[src/rtl/snake_field_builder_if.sv]
// Frame-build bus between the movement stage (master) and the field builder (slave).
//
// Handshake: update is a one-cycle request. It is accepted only when the
// builder is idle and game_over is low. busy is high from the cycle after
// acceptance through the done cycle. There is no ready signal, so a request
// that arrives while busy is dropped. done is a one-cycle pulse. field,
// grow and game_over are valid in the done cycle. snake_xy and lengh must
// stay stable while busy is high.
interface snake_field_builder_if #(
  parameter int SIZE_X     = 10,
  parameter int SIZE_Y     = 10,
  parameter int MAX_LEN    = SIZE_X * SIZE_Y,
  parameter int SNAKE_SIZE = 16 * MAX_LEN
);
  logic                  start;
  logic                  update;
  logic [15:0]           lengh;
  logic [SNAKE_SIZE-1:0] snake_xy;
  logic [MAX_LEN-1:0]    field;
  logic [7:0]            food_x;
  logic [7:0]            food_y;
  logic                  grow;
  logic                  game_over;
  logic                  busy;
  logic                  done;

  modport master (
    output start, update, lengh, snake_xy,
    input  field, food_x, food_y, grow, game_over, busy, done
  );

  modport slave (
    input  start, update, lengh, snake_xy,
    output field, food_x, food_y, grow, game_over, busy, done
  );
endinterface

[src/rtl/snake_field_builder.sv]
// Rasterises the snake segment list into an occupancy bitmap, one segment per
// clock. Detects wall and self collisions, detects the head reaching the food,
// and relocates the food to a free cell when it is eaten.
module snake_field_builder #(
  parameter int SIZE_X     = 10,
  parameter int SIZE_Y     = 10,
  parameter int MAX_LEN    = SIZE_X * SIZE_Y,
  parameter int SNAKE_SIZE = 16 * MAX_LEN
) (
  input  logic                  clk,
  input  logic                  rst,
  snake_field_builder_if.slave  io_bus,
  output logic [2:0]            o_dbg_state
);

  localparam int              CW        = (MAX_LEN > 1) ? $clog2(MAX_LEN) : 1;
  localparam int              SW        = $clog2(SNAKE_SIZE);
  localparam logic [15:0]     MAX_LEN16 = 16'(MAX_LEN);
  localparam logic [CW-1:0]   LAST_CELL = CW'(MAX_LEN - 1);

  typedef enum logic [2:0] {
    S_IDLE  = 3'd0,
    S_CLEAR = 3'd1,
    S_SCAN  = 3'd2,
    S_CHECK = 3'd3,
    S_FOOD  = 3'd4,
    S_DONE  = 3'd5
  } state_t;

  state_t             r_state;
  state_t             w_next;
  logic [CW-1:0]      r_pcnt;
  logic [CW-1:0]      r_cand;
  logic [15:0]        r_probe;
  logic [15:0]        r_len;
  logic [15:0]        r_idx;
  logic [MAX_LEN-1:0] r_scratch;
  logic [MAX_LEN-1:0] r_field;
  logic [7:0]         r_food_x;
  logic [7:0]         r_food_y;
  logic               r_eat;
  logic               r_coll;
  logic               r_grow;
  logic               r_game_over;

  logic [SW-1:0]      w_seg_base;
  logic [15:0]        w_seg;
  logic [7:0]         w_x;
  logic [7:0]         w_y;
  logic               w_in_field;
  logic [CW-1:0]      w_cell;
  logic               w_accept;
  logic               w_cand_free;
  logic               w_last_probe;
  logic [15:0]        w_len;

  // Current segment and its bitmap cell; only meaningful during SCAN.
  assign w_seg_base   = SW'({r_idx, 4'b0000});
  assign w_seg        = io_bus.snake_xy[w_seg_base +: 16];
  assign w_x          = w_seg[7:0];
  assign w_y          = w_seg[15:8];
  assign w_in_field   = (w_x < 8'(SIZE_X)) && (w_y < 8'(SIZE_Y));
  assign w_cell       = CW'(16'(w_y) * 16'(SIZE_X) + 16'(w_x));
  assign w_accept     = io_bus.update && !r_game_over;
  assign w_cand_free  = ~r_scratch[r_cand];
  assign w_last_probe = (r_probe == MAX_LEN16 - 16'd1);
  assign w_len        = (io_bus.lengh > MAX_LEN16) ? MAX_LEN16 : io_bus.lengh;

  // Next-state logic; rst and start override this in the register block.
  always_comb begin
    w_next = r_state;
    case (r_state)
      S_IDLE:  if (w_accept) w_next = S_CLEAR;
      S_CLEAR: w_next = (r_len == 16'd0) ? S_CHECK : S_SCAN;
      S_SCAN:  if (r_idx == r_len - 16'd1) w_next = S_CHECK;
      S_CHECK: w_next = (!r_coll && r_eat) ? S_FOOD : S_DONE;
      S_FOOD:  if (w_cand_free || w_last_probe) w_next = S_DONE;
      S_DONE:  w_next = S_IDLE;
      default: w_next = S_IDLE;
    endcase
  end

  // State register and datapath; start behaves like rst.
  always_ff @(posedge clk) begin
    if (rst || io_bus.start) begin
      r_state     <= S_IDLE;
      r_pcnt      <= '0;
      r_cand      <= '0;
      r_probe     <= '0;
      r_len       <= '0;
      r_idx       <= '0;
      r_scratch   <= '0;
      r_field     <= '0;
      r_food_x    <= 8'(SIZE_X - 1);
      r_food_y    <= 8'(SIZE_Y - 1);
      r_eat       <= 1'b0;
      r_coll      <= 1'b0;
      r_grow      <= 1'b0;
      r_game_over <= 1'b0;
    end else begin
      r_state <= w_next;
      r_pcnt  <= (r_pcnt == LAST_CELL) ? '0 : r_pcnt + 1'b1;
      // Entering DONE publishes the frame: field and grow change together.
      if (w_next == S_DONE) begin
        r_field <= r_scratch;
        r_grow  <= r_eat;
      end
      case (r_state)
        S_IDLE: begin
          if (w_accept) begin
            r_len  <= w_len;
            r_eat  <= 1'b0;
            r_coll <= 1'b0;
            r_grow <= 1'b0;
          end
        end
        S_CLEAR: begin
          r_scratch <= '0;
          r_idx     <= '0;
        end
        S_SCAN: begin
          if (!w_in_field) begin
            r_coll <= 1'b1;
          end else begin
            if (r_scratch[w_cell]) r_coll <= 1'b1;
            r_scratch[w_cell] <= 1'b1;
          end
          if (r_idx == 16'd0 && w_x == r_food_x && w_y == r_food_y) r_eat <= 1'b1;
          r_idx <= r_idx + 16'd1;
        end
        S_CHECK: begin
          if (r_coll) begin
            r_game_over <= 1'b1;
          end else if (r_eat) begin
            r_cand  <= r_pcnt;
            r_probe <= '0;
          end
        end
        S_FOOD: begin
          if (w_cand_free) begin
            r_food_x <= 8'(32'(r_cand) % SIZE_X);
            r_food_y <= 8'(32'(r_cand) / SIZE_X);
          end else if (w_last_probe) begin
            r_game_over <= 1'b1;
          end else begin
            r_cand  <= (r_cand == LAST_CELL) ? '0 : r_cand + 1'b1;
            r_probe <= r_probe + 16'd1;
          end
        end
        default: ;
      endcase
    end
  end

  assign io_bus.field     = r_field;
  assign io_bus.food_x    = r_food_x;
  assign io_bus.food_y    = r_food_y;
  assign io_bus.grow      = r_grow;
  assign io_bus.game_over = r_game_over;
  assign io_bus.busy      = (r_state != S_IDLE);
  assign io_bus.done      = (r_state == S_DONE);
  assign o_dbg_state      = r_state;

endmodule

[src/flat_wrapper.sv]
// flat-port wrapper written by rule: the top's interface ports become plain ports
module snake_field_builder_flat 
#(
  parameter int SIZE_X     = 10,
  parameter int SIZE_Y     = 10,
  parameter int MAX_LEN    = SIZE_X * SIZE_Y,
  parameter int SNAKE_SIZE = 16 * MAX_LEN
)
  (clk, rst, o_dbg_state, io_bus_start, io_bus_update, io_bus_lengh, io_bus_snake_xy, io_bus_field, io_bus_food_x, io_bus_food_y, io_bus_grow, io_bus_game_over, io_bus_busy, io_bus_done);
  snake_field_builder_if #(.SIZE_X(SIZE_X), .SIZE_Y(SIZE_Y), .MAX_LEN(MAX_LEN), .SNAKE_SIZE(SNAKE_SIZE)) io_bus_i ();
  input  logic clk;
  input  logic rst;
  output logic [2:0] o_dbg_state;
  input wire logic [$bits(io_bus_i.start)-1:0] io_bus_start;
  input wire logic [$bits(io_bus_i.update)-1:0] io_bus_update;
  input wire logic [$bits(io_bus_i.lengh)-1:0] io_bus_lengh;
  input wire logic [$bits(io_bus_i.snake_xy)-1:0] io_bus_snake_xy;
  output wire logic [$bits(io_bus_i.field)-1:0] io_bus_field;
  output wire logic [$bits(io_bus_i.food_x)-1:0] io_bus_food_x;
  output wire logic [$bits(io_bus_i.food_y)-1:0] io_bus_food_y;
  output wire logic [$bits(io_bus_i.grow)-1:0] io_bus_grow;
  output wire logic [$bits(io_bus_i.game_over)-1:0] io_bus_game_over;
  output wire logic [$bits(io_bus_i.busy)-1:0] io_bus_busy;
  output wire logic [$bits(io_bus_i.done)-1:0] io_bus_done;
  assign io_bus_i.start = io_bus_start;
  assign io_bus_i.update = io_bus_update;
  assign io_bus_i.lengh = io_bus_lengh;
  assign io_bus_i.snake_xy = io_bus_snake_xy;
  assign io_bus_field = io_bus_i.field;
  assign io_bus_food_x = io_bus_i.food_x;
  assign io_bus_food_y = io_bus_i.food_y;
  assign io_bus_grow = io_bus_i.grow;
  assign io_bus_game_over = io_bus_i.game_over;
  assign io_bus_busy = io_bus_i.busy;
  assign io_bus_done = io_bus_i.done;
  snake_field_builder #(.SIZE_X(SIZE_X), .SIZE_Y(SIZE_Y), .MAX_LEN(MAX_LEN), .SNAKE_SIZE(SNAKE_SIZE)) u_core (.clk(clk), .rst(rst), .io_bus(io_bus_i), .o_dbg_state(o_dbg_state));
endmodule
[config.mk]
export PLATFORM = sky130hd
export DESIGN_NAME = snake_field_builder_flat
export DESIGN_NICKNAME = d
export VERILOG_FILES = /design/src/rtl/snake_field_builder_if.sv /design/src/rtl/snake_field_builder.sv /design/src/flat_wrapper.sv
export SDC_FILE = /design/constraint.sdc
export NUM_CORES = 1
export LEC_CHECK = 0
export CAP_MARGIN = 20
export CORE_AREA = 5 5 674 676
export CTS_CLUSTER_SIZE = 24
export DETAILED_ROUTE_END_ITERATION = 10
export DIE_AREA = 0 0 679 681
export GPL_TIMING_DRIVEN = 0
export SLEW_MARGIN = 40
export SYNTH_ARGS = -nofsm -noshare
export SYNTH_HDL_FRONTEND = slang
export SYNTH_SLANG_ARGS = --single-unit
[constraint.sdc]
create_clock -name clk -period 8.2 [get_ports clk]
set_input_delay 1.23 -clock clk [delete_from_list [all_inputs] [get_ports clk]]
set_output_delay 1.23 -clock clk [all_outputs]
set_load 0.02 [all_outputs]
==> reports/results.txt <==
Switch Pwr: 1.329 mW
Initial Util: 5.886%
grt ovf: 0
Synth async-reset ratio: 0%
core area: 0.4475 sq mm
area of the mapped netlist: 0.02634 sq mm
Seq/Total Area, Yosys: 21.35%
Setup crit start kind: register
Main synth FF type: dfxtp_1
Hold Crit Depth: 2
Hold Path Class: reg -> reg
Comb pwr share: 38.9%
total negative setup slack: 0 ns
number of port buffers: 1738
Mapped Cells: 2715
critical path depth: 28
Worst Setup Slack, final: 0.2890 ns
Iter 0 DRT Violations: 3771
total power: 4.339 mW
Cell variety after synth: 82
Worst Path Max Fanout: 10
Max Cap Viol: 0
Flop pwr share: 31.6%
Final ANT Viol Nets: 0
EDFF count, synth: 0
CP Data Required Time: 8.64 ns
Tcrit/Tclk final: 96.48%
pwr/cell area: 79.51 mW/mm^2
busiest metal layer after global routing: met2
min Tclk post-route: 7.911 ns
DRC errors left: 5
endpoints failing hold: 0
row cnt: 246
vias in the first global route: 34860
CTS buffer count: 28
Fin Hold WS: 0.4519 ns
Multi-input gate area: 0.01977 sq mm
CP top delay family: buffers and inverters
failing checks: design-rule violations
cts hold-fix bufs: 0
Crit. End Element: register
CTS tree: done
DR vias: 35700
Critical R2R Capture: u_core.r_coll$_SDFFE_PP0P_
Peak VDD IR: 136.2 uV
Pint: 3.010 mW
CP Data Arrival Time: 8.35 ns
status: finished with violations
DR pass1 iterations: 9
met2 usage in global routing: 31.05%
pin count of the biggest net entering global routing: 20
Clk pin slew, worst setup/hold paths: 0.06 ns
CTS max path bufs: 3
most frequent cells in the layout: clkdlybuf4s50_1 (1736), mux4_2 (385), nand2_1 (335)
H-tree depth: 1
unrepaired setup endpoints after global routing: false
clock share of power: 29.6%
Max Slew Vio Count: 0
final core occ: 12.19%
clk root buf: clkbuf_16
Leakage: 16.37 nW
hpwl dp: 386.7 mm
hold path endpoint: u_core.io_bus.field[21]$_SDFFE_PP0P_
initial antenna violation count: 305
Finish-stage setup viols: 0
maximum clock rate: 0.1264 GHz
Die Y: 681 um
Worst R2R Setup Slack: 0.29 ns
GR Layer Usage met3: 4.945%
final RePlAce weighted congestion: 0.9459
hold path start: u_core.io_bus.field[21]$_SDFFE_PP0P_
YS warnings: 0
worst r2r path cells: 28
critical path class: reg -> reg
pre-CTS setup slack: -2.915 ns
first-pass GRT wire length: 507.5 mm
r2r startpoint: u_core.r_idx[2]$_SDFFE_PP0P_
Setup Skew: 0.02048 ns
Die X: 679 um
most common cell after layout, fill and taps aside: clkdlybuf4s50_1
worst setup path start: u_core.r_idx[2]$_SDFFE_PP0P_
Reg area: 0.005629 sq mm
global-route track usage on met1: 20.83%
Tightest Pin Transition: 0.9707 ns
All-Layer GR Usage: 17.92%
Max transition margin: 35.05%
Fillers: 51180
CTS Sinks: 281
Die ar.: 0.4624 sq mm
post-DR wirelength/cell: 40.85 um
final wirelength: 435.4 mm
via-per-instance ratio: 3.349
I/O Pins: 1743
Layout Nets: 6199
Max stage delay on crit path: 0.64 ns
layout cells sized above 1: 18.36%
#FFs+latches synth: 281
switching share of power: 30.63%
clk_lat worst skew: 0.61 ns
Avg Cell Area, Syn: 9.703 sq um
slowest CP cell: dfxtp_2
synthesis-to-layout area growth: 107.2%
WP buf/inv: 12
[metal layers]
layer | wire, um | share of wire (%) | up-vias
li1 | - | - | 14390
met4 | 22730 | 5.2 | 100
met2 | 210200 | 48 | 2622
met1 | 166500 | 38 | 17920
met5 | 656 | 0.15 | -
met3 | 35300 | 8.1 | 675
[worst min-delay path, stage by stage (launching register included)]
cell     delay (ns)
dfxtp_1        0.31
nand2_1        0.05
a21oi_1        0.05
[power by group through the flow]
stage | combinational [mW] | sequential (mW) | clock [mW]
4_1_cts | 1.68 | 1.37 | 1.30
3_3_place_gp | 1.64 | 1.40 | 0
3_5_place_dp | 1.67 | 1.40 | 0
6_report | 1.69 | 1.37 | 1.28
2_1_floorplan | 0.455 | 1.40 | 0
5_1_grt | 1.75 | 1.37 | 1.35
[worst max-delay path by stage]
| stage | endpoint | slack (ns) |
|---|---|---|
| after floorplan | u_core.r_coll$_SDFFE_PP0P_ | 2.25 |
| after global placement | u_core.r_scratch[5]$_SDFFE_PP0P_ | -5.31 |
| after detailed placement | u_core.r_coll$_SDFFE_PP0P_ | -2.91 |
| after CTS | u_core.r_coll$_SDFFE_PP0P_ | 0.008 |
| after global routing | u_core.r_coll$_SDFFE_PP0P_ | 0.03 |
| final | u_core.r_coll$_SDFFE_PP0P_ | 0.29 |
[Yosys cell counts, types with 27 or more instances]
| master | number | area, sq um |
|---|---|---|
| xnor2_1 | 44 | 385.4 |
| buf_2 | 74 | 370.4 |
| mux2_2 | 36 | 405.4 |
| buf_4 | 35 | 262.8 |
| nor2_1 | 261 | 979.7 |
| mux2i_1 | 115 | 1151 |
| nand3_1 | 49 | 245.2 |
| inv_1 | 27 | 101.4 |
| mux4_2 | 385 | 8671 |
| nor3_1 | 73 | 365.4 |
| o21a_1 | 36 | 270.3 |
| a221oi_1 | 27 | 236.5 |
| clkbuf_1 | 105 | 394.1 |
| nand2_1 | 341 | 1280 |
| dfxtp_1 | 281 | 5625 |
| a21oi_1 | 272 | 1361 |
| a22oi_1 | 59 | 442.9 |
| a211oi_1 | 33 | 247.7 |
| o21ai_0 | 56 | 280.3 |
[flip-flops by register name (all words and copies together), names as in the netlist, 7 cells and up]
signal and flops:
u_core.r_len 16, u_core.io_bus.field 100, u_core.r_pcnt 7, u_core.io_bus.food_x 8
u_core.r_probe 16, u_core.r_cand 7, u_core.r_scratch 100, u_core.r_idx 16
[layout make-up]
class                      instances  share of cell area (%)
antenna                          131                  0.6007
buffer                           245                   3.054
clock buffer                      36                   1.376
clock inverter                    11                  0.2109
inverter                          30                  0.2178
multi-input combinational       2157                   36.22
sequential                       281                   10.31
tap                             5952                   13.65
timing repair buffer            1815                   34.36
[what timing repair did]
| action | CTS | global route |
|---|---|---|
| endpoints found under the setup margin | 101 | 10 |
| setup buffers | 3 | 0 |
| resized for setup | 45 | 10 |
| pin swaps | 2 | 0 |
| hold endpoints to repair | 0 | 0 |
[logic make-up (layout without fill, tap and decap cells)]
group	count (synthesis)	count (layout)	synth area share [%]
AND/OR/NAND/NOR	905	905	15.57
AO/OA/AOI/OAI	623	623	15.09
multiplexers	539	539	39.12
flip-flops	281	281	21.35
buffers and inverters	280	2137	5.619
XOR/XNOR	63	63	2.095
adder cells (fa/ha/maj)	23	23	1.130
other	1	135	0.01424
[metrics by stage]
step	area [sq um]	std cells
after detailed placement	53200	10480
after CTS	54210	10530
after global routing	54470	10620
after floorplan	26350	2718
after global placement	51200	10410
final	54570	10660
(Power assumes the default switching activity.)
==> variant: new RTL, config.mk and constraints unchanged <==
Compare `r_pcnt` against `LAST_CELL` with >= in place of ==.
--- a/src/rtl/snake_field_builder.sv
+++ b/src/rtl/snake_field_builder.sv
@@ -101,3 +101,3 @@
       r_state <= w_next;
-      r_pcnt  <= (r_pcnt == LAST_CELL) ? '0 : r_pcnt + 1'b1;
+      r_pcnt  <= (r_pcnt >= LAST_CELL) ? '0 : r_pcnt + 1'b1;
       // Entering DONE publishes the frame: field and grow change together.
Function: no difference found for any inputs over 4 cycles, from zero or initial values; that may be too few to reach the edited logic, so the function may still have changed.
==> variant against the unedited design <==
  * Area after synthesis down 0.25%
  * Wire length is 3.6% higher
  * Count of clock-buffer cells in the layout is 1 higher
  * Sequential cell count did not move
  * Clock skew is 0.00069 ns lower
  * Cell count is 1.1% lower
  * Via count is 1.4% lower
  * Final area rose by 0.86%
  * Sequential share of layout area down 0.093 points
  * Setup slack got worse by 0.20 ns
  * Non-clock buffer count is 6 higher
  * Total power grew 1.4%
  * Highest routed layer unchanged
==> variant: results (changes against the unedited design) <==
min_path:
  hp-class: "reg -> reg"
layout:
  instances_no_fill: 10540  # -1.1%
  n_fill_cell: 51040  # -0.26%
  drive_gt1_share_pct: 19.01  # +0.65 points
  nNetsFinal: 6049  # -2.4%
timing:
  fin_skew_ns: 0.01979  # -0.0006911 ns
  slew_headroom_pct: 33.23  # -1.8 points
placement:
  dp_hpwl_mm: 404.7  # +4.6%
  placed_cell_area_um2: 53420  # +0.41%
  portBuffers: 1738  # unchanged
  gp_congestion: 0.9607  # +1.6%
  dp_cells: 10330  # -1.5%
clock_network:
  clockRootBuffer: "clkbuf_16"
  max-clock-path-buffers: 3  # unchanged
  clk_pin_slew_ns: 0.07
  clock_latency_ns: 0.60
  cts_htree_levels: 1  # unchanged
  cts_resized: 69  # +53%
  cts_setup_buffers: 6  # +3
  cts_inserted_buffers: 26  # -7.1%
logic_synthesis:
  synth-main-ff-cell: "dfxtp_1"
  yosysUniqueCellTypes: 80  # -2.4%
  synthTopCellsByArea: "mux4_2 35%, dfxtp_1 21%, mux2i_1 8.1%"
  syn_inst: 2547  # -6.2%
  async_flop_share_pct: 0  # unchanged
  yosysSeqAreaShare_pct: 21.41  # +0.053 points
  yosysWarnings: 0  # unchanged
  yosys-top-cells-count: "413 x mux4_2, 281 x dfxtp_1, 277 x nor2_1"
global_routing:
  first_global_vias: 33720  # -3.3%
  grt_pass1_wl_mm: 521.0  # +2.7%
  grt_usage_pct: 18.58  # +0.67 points
  grt_max_degree: 29  # +45%
  antenna_found_initial: 350  # +15%
setup_path:
  slowest_stage: "clkbuf_1"
  path_delay_family: "buffers and inverters"
  r2r_cells: 20  # -29%
  worst-path-max-fanout: 10  # unchanged
  crit_path_start: "u_core.r_idx[1]"
  rrSetupSlack_ns: 0.09  # -0.20 ns
  crit_path_end: "u_core.r_coll"
  arrival_ns: 8.58  # +0.23 ns
  max_stage_delay_ns: 0.67  # +0.03 ns
routing:
  drtAntennaViolNets: 0  # unchanged
  drt_pass1_iterations: 5  # -4
  wirelength_mm: 451.0  # +3.6%
  avgViaCountPerCell: 3.339  # -0.32%
  drtIter0Drc: 3636  # -3.6%
pwr:
  vdd.ir_drop.worst_mv: 0.1064  # -22%
  p_leak_nw: 17.41  # +6.4%
run_status:
  outcome: "finished, final reports clean"
[variant: metal layers]
| metal | wire [µm] | track usage [%] |
|---|---|---|
| met4 | 21860 | 7.118 |
| met1 | 177200 | 21.96 |
| met3 | 40490 | 6.164 |
| met5 | 922 | 0 |
| met2 | 210600 | 31.04 |
[variant: cell type report]
class                   instances  area (µm²)  share of cell area, %
flip-flops and latches        281        5627                  10.22
clock inverters                11       160.2                 0.2909
plain buffers                 236        1619                  2.941
repair buffers               1830       19050                  34.60
inverters                      33       126.4                 0.2296
clock buffers                  37       752.0                  1.366
diodes                        166       415.4                 0.7546
multi-input cells            1996       19850                  36.07
well taps                    5952        7447                  13.53
[variant: worst min-delay path by stage]
stage | from | end | cells after the start
final | u_core.r_scratch[34] | u_core.r_scratch[34] | 2
after global routing | u_core.r_scratch[34] | u_core.r_scratch[34] | 2
after CTS | u_core.r_scratch[34] | u_core.r_scratch[34] | 2
after detailed placement | u_core.r_scratch[39] | u_core.r_scratch[39] | 2
after global placement | u_core.r_scratch[85] | u_core.r_scratch[85] | 2
after floorplan | u_core.r_pcnt[0] | u_core.r_pcnt[0] | 1
[variant: where the power goes]
group | switching [mW] | internal [mW]
Sequential | 0.00324 | 1.37
Combinational | 0.723 | 0.960
Clock | 0.606 | 0.741
Total | 1.33 | 3.07
[variant: logic make-up (layout without fill, tap and decap cells)]
| logic type | after synthesis | count (layout) | share of synthesized area, % |
|---|---|---|---|
| other | 1 | 170 | 0.01427 |
| AOI/OAI and AO/OA | 487 | 487 | 12.30 |
| DFF | 281 | 281 | 21.41 |
| adders and majority gates | 26 | 26 | 1.286 |
| xor gates and xnor gates | 63 | 63 | 2.100 |
| and+or+nand+nor | 767 | 767 | 13.33 |
| buffers and inverters | 273 | 2147 | 5.061 |
| muxes | 649 | 649 | 44.50 |
[variant: metrics by stage]
step	setup TNS (ns)	util [%]	setup slack, ns	hold slack [ns]	power (mW)
detailed placement	-182.46	11.94	-2.236	0.4766	3.064
global route	-0.07527	12.25	-0.01927	0.5044	4.516
finish	0	12.30	0.08959	0.4844	4.400
floorplan	0	-	2.182	0.4412	1.799
CTS	0	12.20	0.001254	0.4878	4.427
global placement	-608.11	11.43	-6.238	0.4705	3.019
[variant: worst reg2reg max path, cell delays in order (launching register included)]
cell      delay [ns]
dfxtp_1         0.55
buf_2           0.35
buf_2           0.52
clkbuf_1        0.70
buf_2           0.57
buf_16          0.27
mux4_2          0.52
mux4_2          0.55
mux2i_1         0.16
o21ai_1         0.34
nor2_2          0.51
inv_1           0.16
fa_1            0.65
clkbuf_2        0.35
clkbuf_2        0.42
nand2_1         0.32
o221ai_1        0.24
o21ai_0         0.18
a21boi_0        0.40
or3_1           0.18
o211ai_1        0.09
